--- src/rtl/proc_pkg.sv ---
// Shared definitions for the 10-bit processor control path:
// opcode / ALU function codes, step encoding, instruction field positions.
package proc_pkg;

  localparam int unsigned OPC_W = 4;

  localparam logic [OPC_W-1:0] OP_LOAD = 4'd0;
  localparam logic [OPC_W-1:0] OP_COPY = 4'd1;
  localparam logic [OPC_W-1:0] OP_ADD  = 4'd2;
  localparam logic [OPC_W-1:0] OP_SUB  = 4'd3;
  localparam logic [OPC_W-1:0] OP_INV  = 4'd4;
  localparam logic [OPC_W-1:0] OP_FLIP = 4'd5;
  localparam logic [OPC_W-1:0] OP_AND  = 4'd6;
  localparam logic [OPC_W-1:0] OP_OR   = 4'd7;
  localparam logic [OPC_W-1:0] OP_XOR  = 4'd8;
  localparam logic [OPC_W-1:0] OP_LSL  = 4'd9;
  localparam logic [OPC_W-1:0] OP_LSR  = 4'd10;
  localparam logic [OPC_W-1:0] OP_ASR  = 4'd11;

  typedef enum logic [1:0] {T0, T1, T2, T3} t_step_e;

  // Instruction fields: Rx = IR[9:8], Ry = IR[7:6], IR[5:4] unused, op = IR[3:0]
  localparam int unsigned RX_MSB = 9;
  localparam int unsigned RX_LSB = 8;
  localparam int unsigned RY_MSB = 7;
  localparam int unsigned RY_LSB = 6;
  localparam int unsigned UN_MSB = 5;
  localparam int unsigned UN_LSB = 4;
  localparam int unsigned OP_MSB = 3;
  localparam int unsigned OP_LSB = 0;

  function automatic logic is_alu_op(input logic [OPC_W-1:0] op);
    return (op >= OP_ADD) && (op <= OP_ASR);
  endfunction

  function automatic logic is_unary_op(input logic [OPC_W-1:0] op);
    return (op == OP_INV) || (op == OP_FLIP);
  endfunction

endpackage

--- src/rtl/reg_onehot_dec.sv ---
// Register index to one-hot decoder with enable.
//   en     : enable; output is all-zero when low
//   idx    : register index
//   onehot : one-hot select, N_REGS wide
module reg_onehot_dec #(
  parameter int unsigned IDX_W  = 2,
  parameter int unsigned N_REGS = 4
) (
  input  logic              en,
  input  logic [IDX_W-1:0]  idx,
  output logic [N_REGS-1:0] onehot
);

  always_comb begin
    onehot = '0;
    for (int unsigned i = 0; i < N_REGS; i++) begin
      if (en && (idx == IDX_W'(i))) begin
        onehot[i] = 1'b1;
      end
    end
  end

endmodule

--- src/rtl/proc_controller.sv ---
// Multi-cycle control FSM for the 10-bit processor (T0..T3).
//   clk, rst      : clock, async active-high reset
//   exec, clr     : start request (T0 only), synchronous abort
//   instr         : instruction word captured into IR on IRin
//   IRin          : IR load strobe
//   Rin, Rout     : one-hot register write enable / bus drive
//   Extern, Gout  : external data / ALU result bus drive
//   Ain, Gin      : ALU A / G register loads
//   ALUcont       : ALU function code (T2 only)
//   Done, busy    : retire pulse, not-in-T0 flag
module proc_controller
  import proc_pkg::*;
#(
  parameter int unsigned WORD_W = 10,
  parameter int unsigned N_REGS = 4,
  parameter int unsigned IDX_W  = 2,
  parameter int unsigned OP_W   = 4
) (
  input  logic              clk,
  input  logic              rst,
  input  logic              exec,
  input  logic              clr,
  input  logic [WORD_W-1:0] instr,
  output logic              IRin,
  output logic [N_REGS-1:0] Rin,
  output logic [N_REGS-1:0] Rout,
  output logic              Extern,
  output logic              Ain,
  output logic              Gin,
  output logic              Gout,
  output logic [OP_W-1:0]   ALUcont,
  output logic              Done,
  output logic              busy
);

  t_step_e           step_q, step_d;
  logic [WORD_W-1:0] ir_q, ir_d;

  logic [IDX_W-1:0]  rx, ry;
  logic [OP_W-1:0]   op;
  logic              ir_unused;

  logic              rin_en, rout_en;
  logic [IDX_W-1:0]  rin_idx, rout_idx;

  assign rx        = ir_q[RX_MSB:RX_LSB];
  assign ry        = ir_q[RY_MSB:RY_LSB];
  assign op        = ir_q[OP_MSB:OP_LSB];
  assign ir_unused = ^ir_q[UN_MSB:UN_LSB];

  always_ff @(posedge clk or posedge rst) begin
    if (rst) begin
      step_q <= T0;
      ir_q   <= '0;
    end else begin
      step_q <= step_d;
      ir_q   <= ir_d;
    end
  end

  always_comb begin
    step_d   = step_q;
    ir_d     = ir_q;
    IRin     = 1'b0;
    Extern   = 1'b0;
    Ain      = 1'b0;
    Gin      = 1'b0;
    Gout     = 1'b0;
    ALUcont  = '0;
    Done     = 1'b0;
    rin_en   = 1'b0;
    rin_idx  = rx;
    rout_en  = 1'b0;
    rout_idx = rx;

    case (step_q)
      T0: begin
        // rst only forces the state; IRin also needs gating while rst is high
        IRin = exec & ~clr & ~rst;
        if (IRin) begin
          ir_d   = instr;
          step_d = T1;
        end
      end
      T1: begin
        if (op == OP_LOAD) begin
          Extern = 1'b1;
          rin_en = 1'b1;
          Done   = 1'b1;
          step_d = T0;
        end else if (op == OP_COPY) begin
          rout_en  = 1'b1;
          rout_idx = ry;
          rin_en   = 1'b1;
          Done     = 1'b1;
          step_d   = T0;
        end else if (is_alu_op(op)) begin
          rout_en = 1'b1;
          Ain     = 1'b1;
          step_d  = T2;
        end else begin
          Done   = 1'b1;
          step_d = T0;
        end
      end
      T2: begin
        ALUcont  = op;
        Gin      = 1'b1;
        rout_en  = ~is_unary_op(op);
        rout_idx = ry;
        step_d   = T3;
      end
      T3: begin
        Gout   = ~clr;
        rin_en = ~clr;
        Done   = 1'b1;
        step_d = T0;
      end
      default: step_d = T0;
    endcase

    if (clr) begin
      step_d = T0;
      Done   = 1'b0;
    end
  end

  assign busy = (step_q != T0);

  reg_onehot_dec #(
    .IDX_W  (IDX_W),
    .N_REGS (N_REGS)
  ) u_rin_dec (
    .en     (rin_en),
    .idx    (rin_idx),
    .onehot (Rin)
  );

  reg_onehot_dec #(
    .IDX_W  (IDX_W),
    .N_REGS (N_REGS)
  ) u_rout_dec (
    .en     (rout_en),
    .idx    (rout_idx),
    .onehot (Rout)
  );

endmodule

--- config.mk ---
export PLATFORM = sky130hd
export DESIGN_NAME = proc_controller
export DESIGN_NICKNAME = d
export VERILOG_FILES = /design/src/rtl/proc_pkg.sv /design/src/rtl/reg_onehot_dec.sv /design/src/rtl/proc_controller.sv
export SDC_FILE = /design/constraint.sdc
export NUM_CORES = 1
export LEC_CHECK = 0
export CAP_MARGIN = 30
export CORE_MARGIN = 2
export CORE_UTILIZATION = 40
export DETAILED_ROUTE_END_ITERATION = 8
export GPL_ROUTABILITY_DRIVEN = 0
export PLACE_DENSITY = 0.78
export SLEW_MARGIN = 20
export SYNTH_ARGS = -nofsm -noshare
export SYNTH_HDL_FRONTEND = slang
export SYNTH_SLANG_ARGS = --single-unit
--- constraint.sdc ---
create_clock -name clk -period 2.1 [get_ports clk]
set_input_delay 0.42 -clock clk [delete_from_list [all_inputs] [get_ports clk]]
set_output_delay 0.42 -clock clk [all_outputs]
set_load 0.02 [all_outputs]
==> summary.md, run 1 <==
| Metric | Value |
|---|---|
| Outcome | `complete, but fails checks` |
| Failing checks | `negative setup slack` |
| Seq/Total Area, Yosys | `0.347` |
| Final nets | `159` |
| Vias in the first global route | `746` |
| Core box area | `0.00171 sq mm` |
| Initial core utilization | `0.423` |
| Fin crit share | `1.09` |
| Site row count | `15` |
| Slew headroom | `0.728` |
| Area contributors post-synth | `dfrtp_1 35%, mux2_2 9.4%, ha_1 6.9%` |
| Worst-path fanout max | `4` |
| Area leader, netlist | `dfrtp_1` |
| Area after DPL | `0.00120 sq mm` |
| Delay-heaviest family, CP | `simple AND/OR/NAND/NOR gates` |
| Root buffer cell | `clkbuf_4` |
| Final Util | `0.840` |
| Setup CP Type | `reg2out` |
| Leak pwr | `0.652 nW` |
| Yosys reg bits | `10` |
| Critical Path Stages | `5` |
| Finish-stage setup viols | `5` |
| Drt total wl | `2.54 mm` |
| Hold WC Path Type | `in2async` |
| CTS sink cnt | `10` |
| Post-DRT Antenna Nets | `0` |
| Initial antenna violation count | `0` |
| CTS Buf Count | `3` |
| Synth warnings | `0` |
| Setup TNS | `-0.714 ns` |
| RSZ-0062 raised after global routing | `true` |
| Cell area power density | `716 mW/mm^2` |
| # H-tree levels | `1` |
| Fmax | `437 MHz` |
| Tot GR Track Use | `0.227` |
| Setup Skew | `0.0103 ns` |
| Number of remaining DRC errors | `0` |
| CP max stage cell | `dfrtp_2` |
| Synth cell types | `25` |
| Worst-path cell chain | `nor4b_4, mux2i_2, o211ai_1, nor2b_1, buf_4` |
| FF-to-FF End | `ir_q[7]` |
| Startpoint Class | `flop` |
| First DRT Iteration DRCs | `17` |
| DP Worst Slack | `-0.398 ns` |
| Critical Path RT | `1.68 ns` |
| Crit path DAT | `1.87 ns` |
| Routed via count | `852` |
| Net Count, Synth | `97` |
| Post-Syn Area | `722 sq um` |
| P&R area growth vs syn | `98.8%` |
| Fin area | `0.00144 sq mm` |
| Max-slew violation count | `0` |
| N_diodes | `0` |
| CTS clock-pin slew for the worst setup and hold paths | `0.07 ns` |
| Die ar. | `0.00216 sq mm` |
| Final min period | `2.29 ns` |
| Die Ht | `46.5 um` |
| Reg2reg setup slack | `0.50 ns` |
| Hold buffer count at cts | `0` |
| IO buf count | `30` |
| Fin worst setup slack | `-0.190 ns` |
| Placed wire-length estimate | `1.63 mm` |
| Non-filler cells, final | `165` |
| Reg-to-reg startpoint | `step_q[1]` |
| Most frequent cells after synthesis | `10 x dfrtp_1, 7 x inv_1, 7 x nand2_1` |
| Routed len/inst | `15.4 um` |
| Syn avg cell area | `9.14 sq um` |
| Total power | `1.03 mW` |
| Slew at the pin closest to its max-slew limit | `0.408 ns` |
| Top-area cell type share of the netlist area | `0.347` |
| Layout cells sized above 1 | `0.571` |
| Gate Count Post-Synth | `79` |
| Global-route wire length before repair | `3.35 mm` |
| Fraction of registers with async set/reset | `1.00` |
| Crit end category | `output pin` |
| Inst Count DP | `153` |
| DR pass1 iterations | `4` |
| Grt ovf | `0` |
| Final Hold Fails | `0` |
| Post-synth top flop | `dfrtp_1` |
| MaxCap Viol Count | `0` |
| Reg2reg path depth | `6` |
| Most common cell in the synthesized netlist | `dfrtp_1` |
| Count of flip-flops with a built-in enable after synthesis | `0` |
| CP Buf/Inv Count | `1` |
| Avg Vias per Cell | `5.16` |
| # IOs | `33` |
| Clk buf depth | `2` |
| Worst hold slack | `0.477 ns` |
| Delay of the slowest cell on the worst path | `0.45 ns` |
| TritonCTS clock tree | `built` |
| Die width | `46.5 um` |
| Largest net degree at the start of global routing | `11` |
| Peak supply drop | `0.579 mV` |
| Clk_lat worst skew | `0.27 ns` |
==> sequential cells by signal (all words and copies together), names as in the netlist <==
| register | cells |
|---|---|
| ir_q | 8 |
| step_q | 2 |
==> layout make-up <==
type                    count  area, sq um
well taps                  25         31.3
multi-input cells          61          589
inverters                   7         31.3
flip-flops and latches     10          255
fillers                    92          273
clock buffers               4         36.3
repair buffers             58          492
==> kinds of logic after synthesis <==
group / Yosys count / share of synthesized area
AOI/OAI and AO/OA: 14 / 0.118
adders and majority gates: 4 / 0.0693
buffers and inverters: 8 / 0.0433
DFF: 10 / 0.347
muxes: 8 / 0.121
and+or+nand+nor: 35 / 0.302
==> worst max path at each step <==
stage                         start      end  slack, ns
after floorplan           step_q[0]   Rin[2]       0.07
after global placement    step_q[1]  Rout[2]      -0.36
after detailed placement  step_q[1]  Rout[0]      -0.40
after CTS                 step_q[1]  Rout[2]      -0.16
after global routing      step_q[1]  Rout[3]      -0.26
final                       ir_q[3]  Rout[3]      -0.19
==> where the power goes <==
part / switching [mW] / total (mW) / internal, mW
clock: 0.0716 / 0.177 / 0.105
combinational: 0.253 / 0.537 / 0.284
sequential: 0.0684 / 0.313 / 0.244
==> routing by layer <==
| metal | global-route usage | routed length (um) | vias to the layer above |
|---|---|---|---|
| met5 | 0 | 0 | - |
| met4 | 0.126 | 70 | 0 |
| met3 | 0.0275 | 97 | 8 |
| met2 | 0.397 | 1310 | 30 |
| met1 | 0.265 | 1060 | 415 |
| li1 | - | - | 399 |
==> layout by cell type, fill, tap and decap left out, types with 2 or more instances in the layout <==
master           count
dfrtp_2              4
o21ai_2              2
dfrtp_1              6
and2_1               3
nor3b_1              2
clkdlybuf4s50_1     11
o21ai_0              2
inv_4                2
nand2_1              7
dlygate4sd2_1        6
o21a_1               2
mux2_2               6
ha_4                 4
clkbuf_2             4
o21ai_1              2
nor3_4               2
clkbuf_4             3
nor4b_4              2
buf_6                8
nor3_1               4
buf_4               27
nor2b_1              3
nor2_1               4
inv_1                4
==> timing repair <==
| action | in CTS | in global routing |
|---|---|---|
| hold endpoints to repair | 0 | 0 |
| setup buffers | 2 | 6 |
| endpoints found under the setup margin | 19 | 14 |
| pin swaps | 2 | 9 |
| cloned | 0 | 0 |
| resized for setup | 61 | 55 |
No activity file was read; power rests on OpenSTA's default activity.
==> run 2: changes to the inputs <==
CORE_MARGIN = 8   (was 2)
==> summary.md, run 2 (synthesized netlist as in run 1, its figures left out) <==
| Metric | Value |
|---|---|
| Critical Path RT | `1.68 ns (about the same)` |
| Most common cell after layout, fill and taps aside | `buf_4` |
| Layout cells sized above 1 | `0.525 (-0.0466)` |
| # H-tree levels | `1 (unchanged)` |
| Die width | `58.5 um (+26%)` |
| Top Registers | `ir_q: 8 flops, step_q: 2 flops` |
| RSZ-0062 raised after global routing | `true` |
| Routed len/inst | `14.5 um (-5.5%)` |
| FF-to-FF End | `ir_q[7]` |
| Crit path DAT | `1.88 ns (about the same)` |
| M1 GR Usage | `0.165 (-0.0997)` |
| First DRT Iteration DRCs | `18 (+1)` |
| Final min period | `2.30 ns (+0.0130 ns)` |
| Grt met2 use | `0.254 (-0.144)` |
| Crit. Startpoint | `ir_q[1]` |
| Failing checks | `negative setup slack` |
| Routed via count | `802 (-5.9%)` |
| MaxCap Viol Count | `0 (unchanged)` |
| Total power | `952 uW (-7.3%)` |
| TritonCTS clock tree | `built` |
| Clk_lat worst skew | `0.26 ns (about the same)` |
| Post-DRT Antenna Nets | `0 (unchanged)` |
| Die ar. | `0.00342 sq mm (+58%)` |
| # IOs | `33 (unchanged)` |
| Leak pwr | `0.640 nW (-1.8%)` |
| Root buffer cell | `clkbuf_4` |
| Setup TNS | `-1.16 ns (-0.444 ns)` |
| Number of remaining DRC errors | `0 (unchanged)` |
| Site row count | `15 (unchanged)` |
| DP Worst Slack | `-0.431 ns (-0.0331 ns)` |
| Critical Path End | `Rout[0]` |
| Reg-to-reg startpoint | `step_q[1]` |
| Startpoint Class | `flop` |
| Slew at the pin closest to its max-slew limit | `0.378 ns (-0.0301 ns)` |
| Final nets | `160 (+0.63%)` |
| Die Ht | `58.5 um (+26%)` |
| Cell area power density | `698 mW/mm^2 (-2.4%)` |
| Drt total wl | `2.41 mm (-4.9%)` |
| Tot GR Track Use | `0.144 (-0.0830)` |
| Initial core utilization | `0.423 (unchanged)` |
| CTS sink cnt | `10 (unchanged)` |
| Worst-path cell chain | `nor4b_4, mux2i_1, buf_4, nor4b_4, and2b_2, buf_6` |
| Hold WC Path Type | `in2async` |
| Max-slew violation count | `0 (unchanged)` |
| Worst-path fanout max | `4 (unchanged)` |
| DR pass1 iterations | `3 (-1)` |
| Busiest grt layer | `met2` |
| Global-route wire length before repair | `3.93 mm (+17%)` |
| Setup CP Type | `reg2out` |
| N_diodes | `0 (unchanged)` |
| P&R area growth vs syn | `88.9%` |
| Area after DPL | `0.00121 sq mm (+1.3%)` |
| Crit path top cell by count | `nor4b_4` |
| Avg Vias per Cell | `4.83 (-6.4%)` |
| Initial antenna violation count | `0 (unchanged)` |
| Fmax | `434 MHz (-0.56%)` |
| Most frequent cells in the layout | `32 x buf_4, 11 x clkdlybuf4s50_1, 7 x nand2_1` |
| CP max stage cell | `dfrtp_2` |
| Non-filler cells, final | `166 (+0.61%)` |
| Routing usage on met3 | `0.0304 (+0.00298)` |
| Fin area | `0.00136 sq mm (-5.0%)` |
| CTS clock-pin slew for the worst setup and hold paths | `0.06 ns (about the same)` |
| Largest register FFs | `8 (unchanged)` |
| Final Util | `0.799 (-0.0418)` |
| Setup Skew | `0.00377 ns (-0.00651 ns)` |
| Delay of the slowest cell on the worst path | `0.44 ns (about the same)` |
| Grt ovf | `0 (unchanged)` |
| Largest Register | `ir_q` |
| Fin crit share | `1.10 (+0.00617)` |
| Largest net degree at the start of global routing | `11 (unchanged)` |
| Hold buffer count at cts | `0 (unchanged)` |
| Worst hold slack | `0.463 ns (-0.0148 ns)` |
| Crit end category | `output pin` |
| Reg2reg setup slack | `0.39 ns (-0.11 ns)` |
| Core box area | `0.00171 sq mm (unchanged)` |
| Inst Count DP | `155 (+1.3%)` |
| IO buf count | `30 (unchanged)` |
| Vias in the first global route | `860 (+15%)` |
| CTS Buf Count | `3 (unchanged)` |
| Slew headroom | `0.748 (+0.0201)` |
| Reg2reg path depth | `8 (+2)` |
| Placed wire-length estimate | `1.77 mm (+8.6%)` |
| Final Hold Fails | `0 (unchanged)` |
| Peak supply drop | `0.666 mV (+15%)` |
| Fin worst setup slack | `-0.203 ns (-0.0130 ns)` |
| Clk buf depth | `2 (unchanged)` |
| Finish-stage setup viols | `11 (+6)` |
| Outcome | `complete, but fails checks` |
-- run 2: cell count changes in the layout (fill, tap and decap cells not counted), moves of 2 or more --
cell	previous run	this run
buf_6	8	3
nor3_4	2	0
buf_4	27	32
inv_4	2	0
-- run 2: critical path: cells and delay by family, from the launching register on --
family	cells	cell delay, ns
buffers and inverters	2	0.27
DFF	1	0.44
and+or+nand+nor	3	0.77
muxes	1	0.14
-- run 2: worst min-delay path by stage --
stage                     depth (start not counted)   endpoint
final                                             2  step_q[1]
after global routing                              2  step_q[1]
after CTS                                         2    ir_q[0]
after detailed placement                          1    ir_q[7]
after global placement                            1    ir_q[7]
after floorplan                                   1    ir_q[0]
-- run 2: power breakdown --
group	internal [mW]	total, mW	switching [mW]
logic	0.263	0.482	0.220
registers	0.245	0.304	0.0596
clock network	0.105	0.166	0.0607
-- run 2: timing repair --
action	in CTS	in global routing
cloned	0	0
pin swaps	5	4
gates resized for setup	68	23
setup endpoints to repair	19	13
buffers inserted	4	3
-- run 2: final cells by class --
cell class | count | area [sq um]
multi-input combinational | 61 | 533
timing repair buffer | 59 | 482
fill | 118 | 344
sequential | 10 | 255
clock buffer | 4 | 36.3
tap | 25 | 31.3
inverter | 7 | 26.3
-- run 2: per-layer routing --
layer	vias up	wire length, um
li1	397	-
met1	379	1010
met2	20	1260
met3	6	95
met4	0	45
met5	-	0
